[src/rtl/seq_detect_scheduler.sv]
// Round-robin front end that shares one Mealy sequence detector between two
// requesters, serialising 4-bit frames MSB-first and collecting per-frame results.
module seq_detect_scheduler #(
    parameter int CNT_W = 8
) (
    input  logic             clk,
    input  logic             rst_n,
    input  logic             req0_valid,
    input  logic [3:0]       req0_data,
    output logic             req0_ready,
    input  logic             req1_valid,
    input  logic [3:0]       req1_data,
    output logic             req1_ready,
    output logic             det_rst_n,
    output logic             det_in,
    input  logic             det_dec,
    output logic             res_valid,
    output logic             res_match,
    output logic             res_id,
    output logic [CNT_W-1:0] match_cnt0,
    output logic [CNT_W-1:0] match_cnt1,
    output logic             busy
);

    typedef enum logic [1:0] {
        IDLE  = 2'd0,
        SYNC  = 2'd1,
        SHIFT = 2'd2
    } state_t;

    localparam logic [CNT_W-1:0] CNT_MAX = '1;

    state_t     state;
    state_t     state_nxt;
    logic [1:0] bidx;
    logic [1:0] bidx_nxt;
    logic       rr;
    logic [3:0] frame;
    logic       owner;

    logic       last_bit;
    logic       grant_opp;
    logic       win0;
    logic       win1;
    logic       grant;

    // A grant can only be issued when the detector is free for a new frame:
    // from IDLE, or on the last bit of the frame currently being shifted.
    always_comb begin
        last_bit  = (state == SHIFT) && (bidx == 2'd3);
        grant_opp = rst_n && ((state == IDLE) || last_bit);
        win0      = grant_opp && req0_valid && (!rr || !req1_valid);
        win1      = grant_opp && req1_valid && (rr || !req0_valid);
        grant     = win0 || win1;
    end

    always_comb begin
        state_nxt = state;
        bidx_nxt  = bidx;
        case (state)
            IDLE: begin
                if (grant) begin
                    state_nxt = SYNC;
                end
            end
            SYNC: begin
                state_nxt = SHIFT;
                bidx_nxt  = 2'd0;
            end
            SHIFT: begin
                if (bidx != 2'd3) begin
                    bidx_nxt = bidx + 2'd1;
                end else if (grant) begin
                    // Detector wraps its own counter here, so no SYNC is needed.
                    bidx_nxt = 2'd0;
                end else begin
                    state_nxt = IDLE;
                    bidx_nxt  = 2'd0;
                end
            end
            default: begin
                state_nxt = IDLE;
                bidx_nxt  = 2'd0;
            end
        endcase
    end

    assign req0_ready = win0;
    assign req1_ready = win1;
    assign det_rst_n  = rst_n && (state != SYNC);
    assign det_in     = rst_n && (state == SHIFT) && frame[2'd3 - bidx];
    assign busy       = (state != IDLE);

    always_ff @(posedge clk) begin
        if (!rst_n) begin
            state <= IDLE;
            bidx  <= 2'd0;
            rr    <= 1'b0;
            frame <= 4'd0;
            owner <= 1'b0;
        end else begin
            state <= state_nxt;
            bidx  <= bidx_nxt;
            if (grant) begin
                frame <= win1 ? req1_data : req0_data;
                owner <= win1;
                rr    <= win0;
            end
        end
    end

    // Result capture uses the owner of the finishing frame, before any new grant
    // overwrites it on the same edge.
    always_ff @(posedge clk) begin
        if (!rst_n) begin
            res_valid  <= 1'b0;
            res_match  <= 1'b0;
            res_id     <= 1'b0;
            match_cnt0 <= '0;
            match_cnt1 <= '0;
        end else begin
            res_valid <= last_bit;
            if (last_bit) begin
                res_match <= det_dec;
                res_id    <= owner;
                if (det_dec) begin
                    if (!owner && (match_cnt0 != CNT_MAX)) begin
                        match_cnt0 <= match_cnt0 + 1'b1;
                    end
                    if (owner && (match_cnt1 != CNT_MAX)) begin
                        match_cnt1 <= match_cnt1 + 1'b1;
                    end
                end
            end
        end
    end

endmodule

[config.mk]
export PLATFORM = sky130hd
export DESIGN_NAME = seq_detect_scheduler
export DESIGN_NICKNAME = d
export VERILOG_FILES = /design/src/rtl/seq_detect_scheduler.sv
export SDC_FILE = /design/constraint.sdc
export NUM_CORES = 1
export LEC_CHECK = 0
export ABC_CLOCK_PERIOD_IN_PS = 3950
export BUFFER_PORTS_ARGS = -buffer_cell sky130_fd_sc_hd__buf_4
export CAP_MARGIN = 20
export CELL_PAD_IN_SITES_DETAIL_PLACEMENT = 1
export CELL_PAD_IN_SITES_GLOBAL_PLACEMENT = 1
export CORE_MARGIN = 2
export CORE_UTILIZATION = 41
export DETAILED_ROUTE_END_ITERATION = 16
export PLACE_DENSITY_LB_ADDON = 0.2
export SLEW_MARGIN = 25
export SYNTH_ARGS = -nofsm -noshare
export SYNTH_HDL_FRONTEND = slang
export SYNTH_SLANG_ARGS = --single-unit
[constraint.sdc]
create_clock -name clk -period 3.95 [get_ports clk]
set_clock_uncertainty 0.05 [all_clocks]
set_input_delay 0.79 -clock clk [delete_from_list [all_inputs] [get_ports clk]]
set_output_delay 0.79 -clock clk [all_outputs]
set_load 0.1 [all_outputs]
==> flow_summary.json, run 1 <==
{
  "drive_gt1_share_pct": 26.3,
  "yosysWarnings": 0,
  "setup_violations": 0,
  "start_util_pct": 44.0,
  "clkTransAtPathRegs_ns": 0.09,
  "worst_slew_pin_slew_ns": 0.504,
  "ir_drop_mv": 0.187,
  "power_uw": 579,
  "ys.flop_type": "dfxtp_1",
  "grt_usage_pct": 21.0,
  "die_height_um": 61.7,
  "end_kind": "output port",
  "powerDensity_nw_per_um2": 335,
  "synthAdderAreaFrac_pct": 2.75,
  "antenna_found_initial": 0,
  "cts_buffers": 5,
  "crit_slowest_cell": "or4b_1",
  "ys_seq_area_share_pct": 42.5,
  "drt-initial-drc-count": 61,
  "detail_route.first_pass.iterations": 3,
  "drv_cap": 0,
  "vias_per_cell": 5.47,
  "wirelength_mm": 3.52,
  "postCtsResizedCells": 0,
  "synth-simple-area-share_pct": 23.1,
  "clockBufferDepth": 2,
  "cts_num_sinks": 29,
  "synth_top_family_by_area": "simple AND/OR/NAND/NOR gates",
  "cts-root-buf": "clkbuf_4",
  "p_leak_uw": 0.000769,
  "core_sq_um": 3100,
  "ctsHoldBuffers": 0,
  "syn-cell-area_sq_um": 1370,
  "htreeDepth": 2,
  "r2r_setup_slack_ns": 1.80,
  "ys_ff_latch": 29,
  "dp.cells": 227,
  "num_vias": 1279,
  "final_cells": 234,
  "critPathLaunchType": "register",
  "wl_met3_um": 135,
  "wl_per_cell_um": 15.0,
  "grt_pass1_vias": 1249,
  "max_slew_margin_pct": 66.3,
  "drc": 0,
  "drtAntennaViolNets": 0,
  "outcome": "complete, no violations",
  "avgSynthCellArea_sq_um": 9.05,
  "syn_inst": 151,
  "synth_edf_count": 0,
  "top_layer_used": "met4",
  "synth.area.mux_share_pct": 8.24,
  "synth_compound_area_share_pct": 17.0,
  "n_fill_cell": 390,
  "period_needed_ns": 3.17,
  "ioPinCount": 37,
  "grt_setup_unrepaired": "false",
  "period_share_pct": 80.2,
  "cp_max_fo": 7,
  "synth.distinct_cells": 37,
  "die_area_sq_um": 3810,
  "setup-tns-final_ns": 0,
  "syn-num-nets": 167,
  "syn_to_final_growth_pct": 26.4,
  "grt_max_degree": 23,
  "port_buffers": 36,
  "hold_viol_final": 0,
  "gp_congestion": 0.776,
  "max_freq_mhz": 315,
  "path_class": "register to output port",
  "cp_top_family": "simple AND/OR/NAND/NOR gates",
  "cts_tree": "built",
  "nets": 206,
  "grt-ovfl-total": 0,
  "hp-class": "register to register",
  "worstPathCellList": "ha_1, and2b_4, or4b_1, inv_2, buf_4",
  "worstSkewPairLatency_ns": 0.32,
  "synth-xor-area-share_pct": 1.92,
  "post_cts_buffers": 0,
  "final_common_cell": "buf_4",
  "arrival_ns": 2.33,
  "fin_util_pct": 55.6,
  "grt_pass1_wl_mm": 5.72,
  "crit_required_ns": 3.11,
  "die-width_um": 61.7,
  "async_flop_share_pct": 0,
  "critPathBufInv": 2,
  "rows": 20,
  "diodes": 0,
  "critPathMaxStageDelay_ns": 0.71,
  "dpl.hpwl_mm": 2.59,
  "maxSlewViolCount": 0,
  "wl_met1_mm": 1.51,
  "layout_common_cells": "buf_4, dfxtp_1, a21oi_1",
  "met2_length_mm": 1.85
}
## cells by family after synthesis
group | count (synthesis)
and+or+nand+nor | 53
AOI/OAI and AO/OA | 39
DFF | 29
adders and majority gates | 3
muxes | 10
xor gates and xnor gates | 3
buffers and inverters | 14
## power by group
| group | internal (uW) | leakage, uW | switching (uW) |
|---|---|---|---|
| sequential | 301 | 0.000235 | 9.92 |
| combinational | 30.6 | 0.000502 | 57.4 |
| clock | 83.9 | 0.0000314 | 96.5 |
## per-stage QoR
stage	instance area (sq um)	hold slack (ns)	worst slack [ns]
2_1_floorplan	1370	0.400	0.787
3_3_place_gp	1670	0.395	0.982
3_5_place_dp	1670	0.425	0.939
4_1_cts	1730	0.438	0.726
5_1_grt	1730	0.477	0.631
6_report	1730	0.432	0.780
## routing by layer
| layer | global-route usage [%] | vias up |
|---|---|---|
| li1 | - | 623 |
| met1 | 24.4 | 627 |
| met2 | 36.7 | 25 |
| met3 | 6.21 | 4 |
| met4 | 7.29 | 0 |
| met5 | 0 | - |
## final cells by class
cell class,count,area [sq um],share of cell area [%]
clock buffer,7,55.1,3.19
inverter,9,33.8,1.96
multi-input combinational,108,724,42.0
timing repair buffer,37,278,16.1
tap,44,55.1,3.19
sequential,29,581,33.6
## worst paths after layout
check,depth (start not counted),start,endpoint
max,5,bidx[0],req1_ready
max reg2reg,5,bidx[0],match_cnt0[5]
min reg2reg,2,res_match,res_match
min,2,res_match,res_match
## synth_stat cells (2+ instances only)
| cell | count | area share [%] |
|---|---|---|
| dfxtp_1 | 29 | 42 |
| a21oi_1 | 18 | 6.6 |
| nor2_1 | 12 | 3.3 |
| mux2i_1 | 9 | 6.6 |
| inv_1 | 8 | 2.2 |
| nand2_1 | 8 | 2.2 |
| o21ai_0 | 8 | 2.9 |
| nand3_1 | 6 | 2.2 |
| or3_1 | 6 | 2.7 |
| a211o_1 | 3 | 1.9 |
| and3_1 | 3 | 1.4 |
| ha_1 | 3 | 2.7 |
| nor2b_1 | 3 | 1.4 |
| o21ai_1 | 3 | 1.1 |
| o31ai_1 | 3 | 1.6 |
| or4_1 | 3 | 1.6 |
| and4_1 | 2 | 1.3 |
| buf_4 | 2 | 1.1 |
| clkbuf_1 | 2 | 0.55 |
| o21a_1 | 2 | 1.1 |
| xor2_1 | 2 | 1.3 |
## worst reg2reg max path: stages (launching register included)
cell and delay (ns):
dfxtp_1 0.42, ha_1 0.27, nand4b_4 0.17, a211o_1 0.47, or4_1 0.52, a21oi_1 0.17
## registers in the layout, indices dropped and copies added, names as in the netlist
name	flops
res_valid	1
match_cnt1	8
rr	1
bidx	2
frame	4
owner	1
match_cnt0	8
res_id	1
res_match	1
state	2
(Power assumes the default switching activity.)
==> run 2: changes to the inputs <==
- ABC_AREA: unset -> 1
- ABC_CLOCK_PERIOD_IN_PS: 3950 -> 3110
- CORE_UTILIZATION: 41 -> 37
- clock period: 3.95 -> 3.11 ns (I/O delays scaled with it)
==> flow_summary.json, run 2 <==
{
  "outcome": "complete, no violations",
  "cp_max_fo": 17,
  "grt-ovfl-total": 0,
  "critPathMaxStageDelay_ns": 0.37,
  "yosys.area.top_type": "dfxtp_1",
  "cp_top_family": "simple AND/OR/NAND/NOR gates",
  "ys_ff_latch": 29,
  "diodes": 0,
  "synth_top_area_share_pct": 35.5,
  "wl_per_cell_um": 12.2,
  "placed_area_sq_um": 1970,
  "num_vias": 1633,
  "drc": 0,
  "cts_buffers": 5,
  "cts_tree": "built",
  "rows": 24,
  "syn-num-nets": 259,
  "vias_per_cell": 4.85,
  "async_flop_share_pct": 0,
  "crit_required_ns": 2.44,
  "avgSynthCellArea_sq_um": 6.72,
  "clkTransAtPathRegs_ns": 0.06,
  "ioPinCount": 37,
  "worstSkewPairLatency_ns": 0.29,
  "fin_ws_ns": 0.792,
  "ir_drop_mv": 0.273,
  "final_cells": 337,
  "cts_num_sinks": 29,
  "max_slew_margin_pct": 81.1,
  "postCtsResizedCells": 0,
  "grt_usage_pct": 17.9,
  "path_class": "register to output port",
  "ys_seq_area_share_pct": 35.5,
  "synth_edf_count": 0,
  "grt_setup_unrepaired": "false",
  "yosysMostFrequentCell": "nand2_1",
  "yosysWarnings": 0,
  "synth.distinct_cells": 25,
  "p_leak_uw": 0.00103,
  "drtAntennaViolNets": 0,
  "cts-root-buf": "clkbuf_8",
  "htreeDepth": 2,
  "die-width_um": 70.5,
  "powerDensity_nw_per_um2": 455,
  "hold_viol_final": 0,
  "die_area_sq_um": 4960,
  "drive_gt1_share_pct": 23.5,
  "n_fill_cell": 593,
  "arrival_ns": 1.65,
  "grt_max_degree": 18,
  "syn-cell-area_sq_um": 1630,
  "yosys-top-cells-count": "nand2_1, inv_1, dfxtp_1",
  "worst_slew_pin_slew_ns": 0.280,
  "period_share_pct": 74.5,
  "detail_route.first_pass.iterations": 4,
  "period_needed_ns": 2.32,
  "holdWs_ns": 0.422,
  "post_cts_buffers": 0,
  "nets": 300,
  "final_common_cell": "nand2_1",
  "grt_pass1_vias": 1556,
  "grt_pass1_wl_mm": 6.95,
  "clockBufferDepth": 2,
  "dpl.hpwl_mm": 3.11,
  "drv_cap": 0,
  "dp.cells": 329,
  "design_area_sq_um": 2080,
  "layout_common_cells": "nand2_1, inv_1, buf_4",
  "ys.flop_type": "dfxtp_1",
  "synth_area_leaders": "dfxtp_1, nand2_1, inv_1",
  "setup-tns-final_ns": 0,
  "core_sq_um": 4290,
  "multi_input_area_sq_um": 893,
  "hp-class": "register to register",
  "seq_area_sq_um": 581,
  "ctsHoldBuffers": 0,
  "max_freq_mhz": 431,
  "start_util_pct": 38.1,
  "syn_to_final_growth_pct": 27.5,
  "top_regs": "match_cnt0: 8 flops, match_cnt1: 8 flops, frame: 4 flops",
  "critPathBufInv": 2,
  "drt-initial-drc-count": 47,
  "antenna_found_initial": 0,
  "setup_violations": 0,
  "gp_congestion": 0.809,
  "crit_slowest_cell": "dfxtp_1",
  "die_height_um": 70.5,
  "maxSlewViolCount": 0,
  "port_buffers": 36,
  "end_kind": "output port",
  "syn_inst": 243,
  "worstPathCellList": "ha_1, nand4_1, nand2_2, nand2_4, inv_1, buf_4",
  "wirelength_mm": 4.13,
  "dp_slack_ns": 0.800,
  "critPathLaunchType": "register"
}
==> run 2: cell count changes in the layout (fill, tap and decap cells not counted), sizes merged, moves of 4 or more <==
| cell | previous run | this run |
|---|---|---|
| nand3 | 6 | 14 |
| inv | 9 | 39 |
| xor2 | 2 | 6 |
| mux2i | 9 | 0 |
| nand4 | 1 | 6 |
| nand2 | 8 | 71 |
| nor2 | 12 | 32 |
| or3 | 6 | 0 |
| a21oi | 18 | 23 |
==> run 2: worst paths after layout <==
check | end | depth (start not counted) | slack (ns) | from
max reg2reg | match_cnt0[1] | 8 | 1.53 | match_cnt0[0]
min reg2reg | rr | 2 | 0.42 | rr
min | rr | 2 | 0.42 | rr
max | req1_ready | 6 | 0.79 | bidx[0]
==> run 2: power by group <==
| part | leakage (uW) | internal (uW) | switching, uW | total [uW] |
|---|---|---|---|---|
| clock network | 0.0000585 | 261 | 149 | 410 |
| registers | 0.000235 | 384 | 9.43 | 394 |
| logic | 0.000736 | 41.4 | 102 | 144 |
==> run 2: routing by layer <==
| layer | track usage, % | wire length, um |
|---|---|---|
| met3 | 5.19 | 140 |
| met1 | 22.0 | 1900 |
| met2 | 29.6 | 2040 |
| met4 | 6.41 | 46 |
| met5 | 0 | 0 |
==> run 2: final cells by class <==
class	instances	area share, %
tap	52	3.12
timing repair buffer	37	13.3
inverter	40	7.21
clock inverter	1	1.44
clock buffer	7	4.14
sequential	29	27.9
multi-input combinational	171	42.9
==> run 2: kinds of logic after synthesis <==
kind of cell / count (synthesis) / share of synthesized area [%]
buf+inv: 43 / 10.3
fa+ha+maj: 3 / 2.30
xor+xnor: 7 / 3.75
compound gates: 35 / 11.0
flops: 29 / 35.5
simple gates: 126 / 37.1
==> run 2: worst register-to-register path: cells and delay by family (launching register included) <==
kind,cells,cell delay (ns)
AOI/OAI and AO/OA,1,0.15
DFF,1,0.42
and+or+nand+nor,4,0.45
buffers and inverters,2,0.14
adders and majority gates,1,0.28
==> run 2: metrics by stage <==
stage / total power (uW) / utilization, %
2_1_floorplan: 507 / -
3_3_place_gp: 544 / 45.8
3_5_place_dp: 546 / 45.8
4_1_cts: 960 / 48.5
5_1_grt: 988 / 48.5
6_report: 948 / 48.5
==> run 3: changes to the inputs <==
- ABC_AREA: 1 -> 0
- ABC_CLOCK_PERIOD_IN_PS: 3110 -> 2300
- CORE_UTILIZATION: 37 -> 38
- clock period: 3.11 -> 2.3 ns (I/O delays scaled with it)
==> flow_summary.json, run 3 (synthesized netlist as in run 1, its figures left out) <==
{
  "outcome": "complete, no violations",
  "hold_viol_final": 0,
  "path_class": "register to output port",
  "vias_per_cell": 5.37,
  "die-width_um": 64.0,
  "placed_area_sq_um": 1720,
  "ir_drop_mv": 0.349,
  "antenna_found_initial": 0,
  "cts_tree": "built",
  "cts_buffers": 5,
  "drtAntennaViolNets": 0,
  "cts_num_sinks": 29,
  "period_needed_ns": 2.30,
  "grt_usage_pct": 20.6,
  "hp-class": "primary input to register",
  "worstSkewPairLatency_ns": 0.34,
  "drc": 0,
  "nets": 215,
  "final_common_cell": "buf_4",
  "grt_pass1_wl_mm": 6.51,
  "die_area_sq_um": 4090,
  "diodes": 0,
  "max_freq_mhz": 435,
  "dp_slack_ns": 0.108,
  "rows": 21,
  "n_fill_cell": 404,
  "max_slew_margin_pct": 67.7,
  "wirelength_mm": 3.77,
  "drv_cap": 0,
  "ioPinCount": 37,
  "design_area_sq_um": 1840,
  "worstPathCellList": "ha_4, and2b_4, or4b_4, inv_4, buf_12",
  "setup_violations": 0,
  "htreeDepth": 2,
  "port_buffers": 36,
  "period_share_pct": 99.8,
  "grt_max_degree": 23,
  "grt_setup_unrepaired": "true",
  "crit_slowest_cell": "or4b_4",
  "start_util_pct": 40.3,
  "top_regs": "match_cnt0: 8 flops, match_cnt1: 8 flops, frame: 4 flops",
  "critPathBufInv": 2,
  "cp_top_family": "simple AND/OR/NAND/NOR gates",
  "critPathMaxStageDelay_ns": 0.51,
  "detail_route.first_pass.iterations": 4,
  "num_vias": 1321,
  "powerDensity_nw_per_um2": 547,
  "layout_common_cells": "buf_4, dfxtp_1, a21oi_1",
  "critPathLaunchType": "register",
  "ctsHoldBuffers": 0,
  "cp_max_fo": 3,
  "seq_area_sq_um": 583,
  "grt_pass1_vias": 1341,
  "worst_slew_pin_slew_ns": 0.482,
  "crit_required_ns": 1.79,
  "gp_congestion": 0.779,
  "p_leak_uw": 0.000818,
  "maxSlewViolCount": 0,
  "fin_ws_ns": 0.00374,
  "arrival_ns": 1.79,
  "drive_gt1_share_pct": 33.0,
  "end_kind": "output port",
  "grt-ovfl-total": 0,
  "wl_per_cell_um": 15.3,
  "core_sq_um": 3390,
  "drt-initial-drc-count": 54,
  "dpl.hpwl_mm": 2.66,
  "die_height_um": 64.0,
  "cts-root-buf": "clkbuf_4",
  "clkTransAtPathRegs_ns": 0.09,
  "clockBufferDepth": 2,
  "multi_input_area_sq_um": 748,
  "syn_to_final_growth_pct": 34.8
}
-- run 3: cell count changes in the layout (fill, tap and decap cells not counted), moves of 4 or more --
cell and delta:
a21oi_1 -4, buf_4 +7, clkbuf_4 +5, clkbuf_8 -6, inv_1 -30, mux2i_1 +9
nand2_1 -55, nand2_2 -6, nand3_1 -6, nand4_1 -5, nor2_1 -11, nor2_2 -6
or3_1 +6, xor2_1 -4
-- run 3: final cells by class --
class	count	share of cell area, %
Inverter	9	1.97
Tap cell	46	3.12
Clock buffer	6	2.24
Clock inverter	2	0.543
Sequential cell	29	31.7
Multi-Input combinational cell	108	40.6
Timing Repair Buffer	46	19.8
-- run 3: path summary, 6_finish.rpt --
check	endpoint	cells after the start	from	slack, ns
hold reg to reg	res_match	2	res_match	0.41
setup reg to reg	match_cnt0[7]	7	bidx[0]	0.15
hold / removal	match_cnt0[6]	2	rst_n	0.37
setup / recovery	req1_ready	5	bidx[0]	0.004
-- run 3: layer usage --
metal | part of all wire [%] | vias up | GRT usage [%]
li1 | - | 644 | -
met1 | 44 | 643 | 23.6
met2 | 50 | 26 | 35.8
met3 | 4.4 | 8 | 5.99
met4 | 1.8 | 0 | 7.88
met5 | 0 | - | 0
-- run 3: repair_timing --
item | CTS | global route
pin swaps | 2 | 2
setup endpoints to repair | 1 | 2
endpoints found under the hold margin | 0 | 0
resized for setup | 7 | 4
setup buffers | 3 | 1
-- run 3: stage by stage --
stage                     std cells  utilization, %  total power [uW]  hold WS, ns  setup TNS, ns
after global placement          234            50.6               699        0.396              0
after CTS                       245            53.5              1020        0.342        -0.0372
after floorplan                 151               -               652        0.400              0
after global routing            246            54.3              1060        0.358        -0.0567
after detailed placement        234            50.6               705        0.400              0
final                           246            54.3              1010        0.366              0
-- run 3: report_power, final --
group	switching [uW]	total, uW	internal (uW)	leakage [uW]
clock	183	299	116	0.0000320
sequential	12.1	529	517	0.000236
combinational	110	179	68.8	0.000550
total	306	1010	702	0.000818
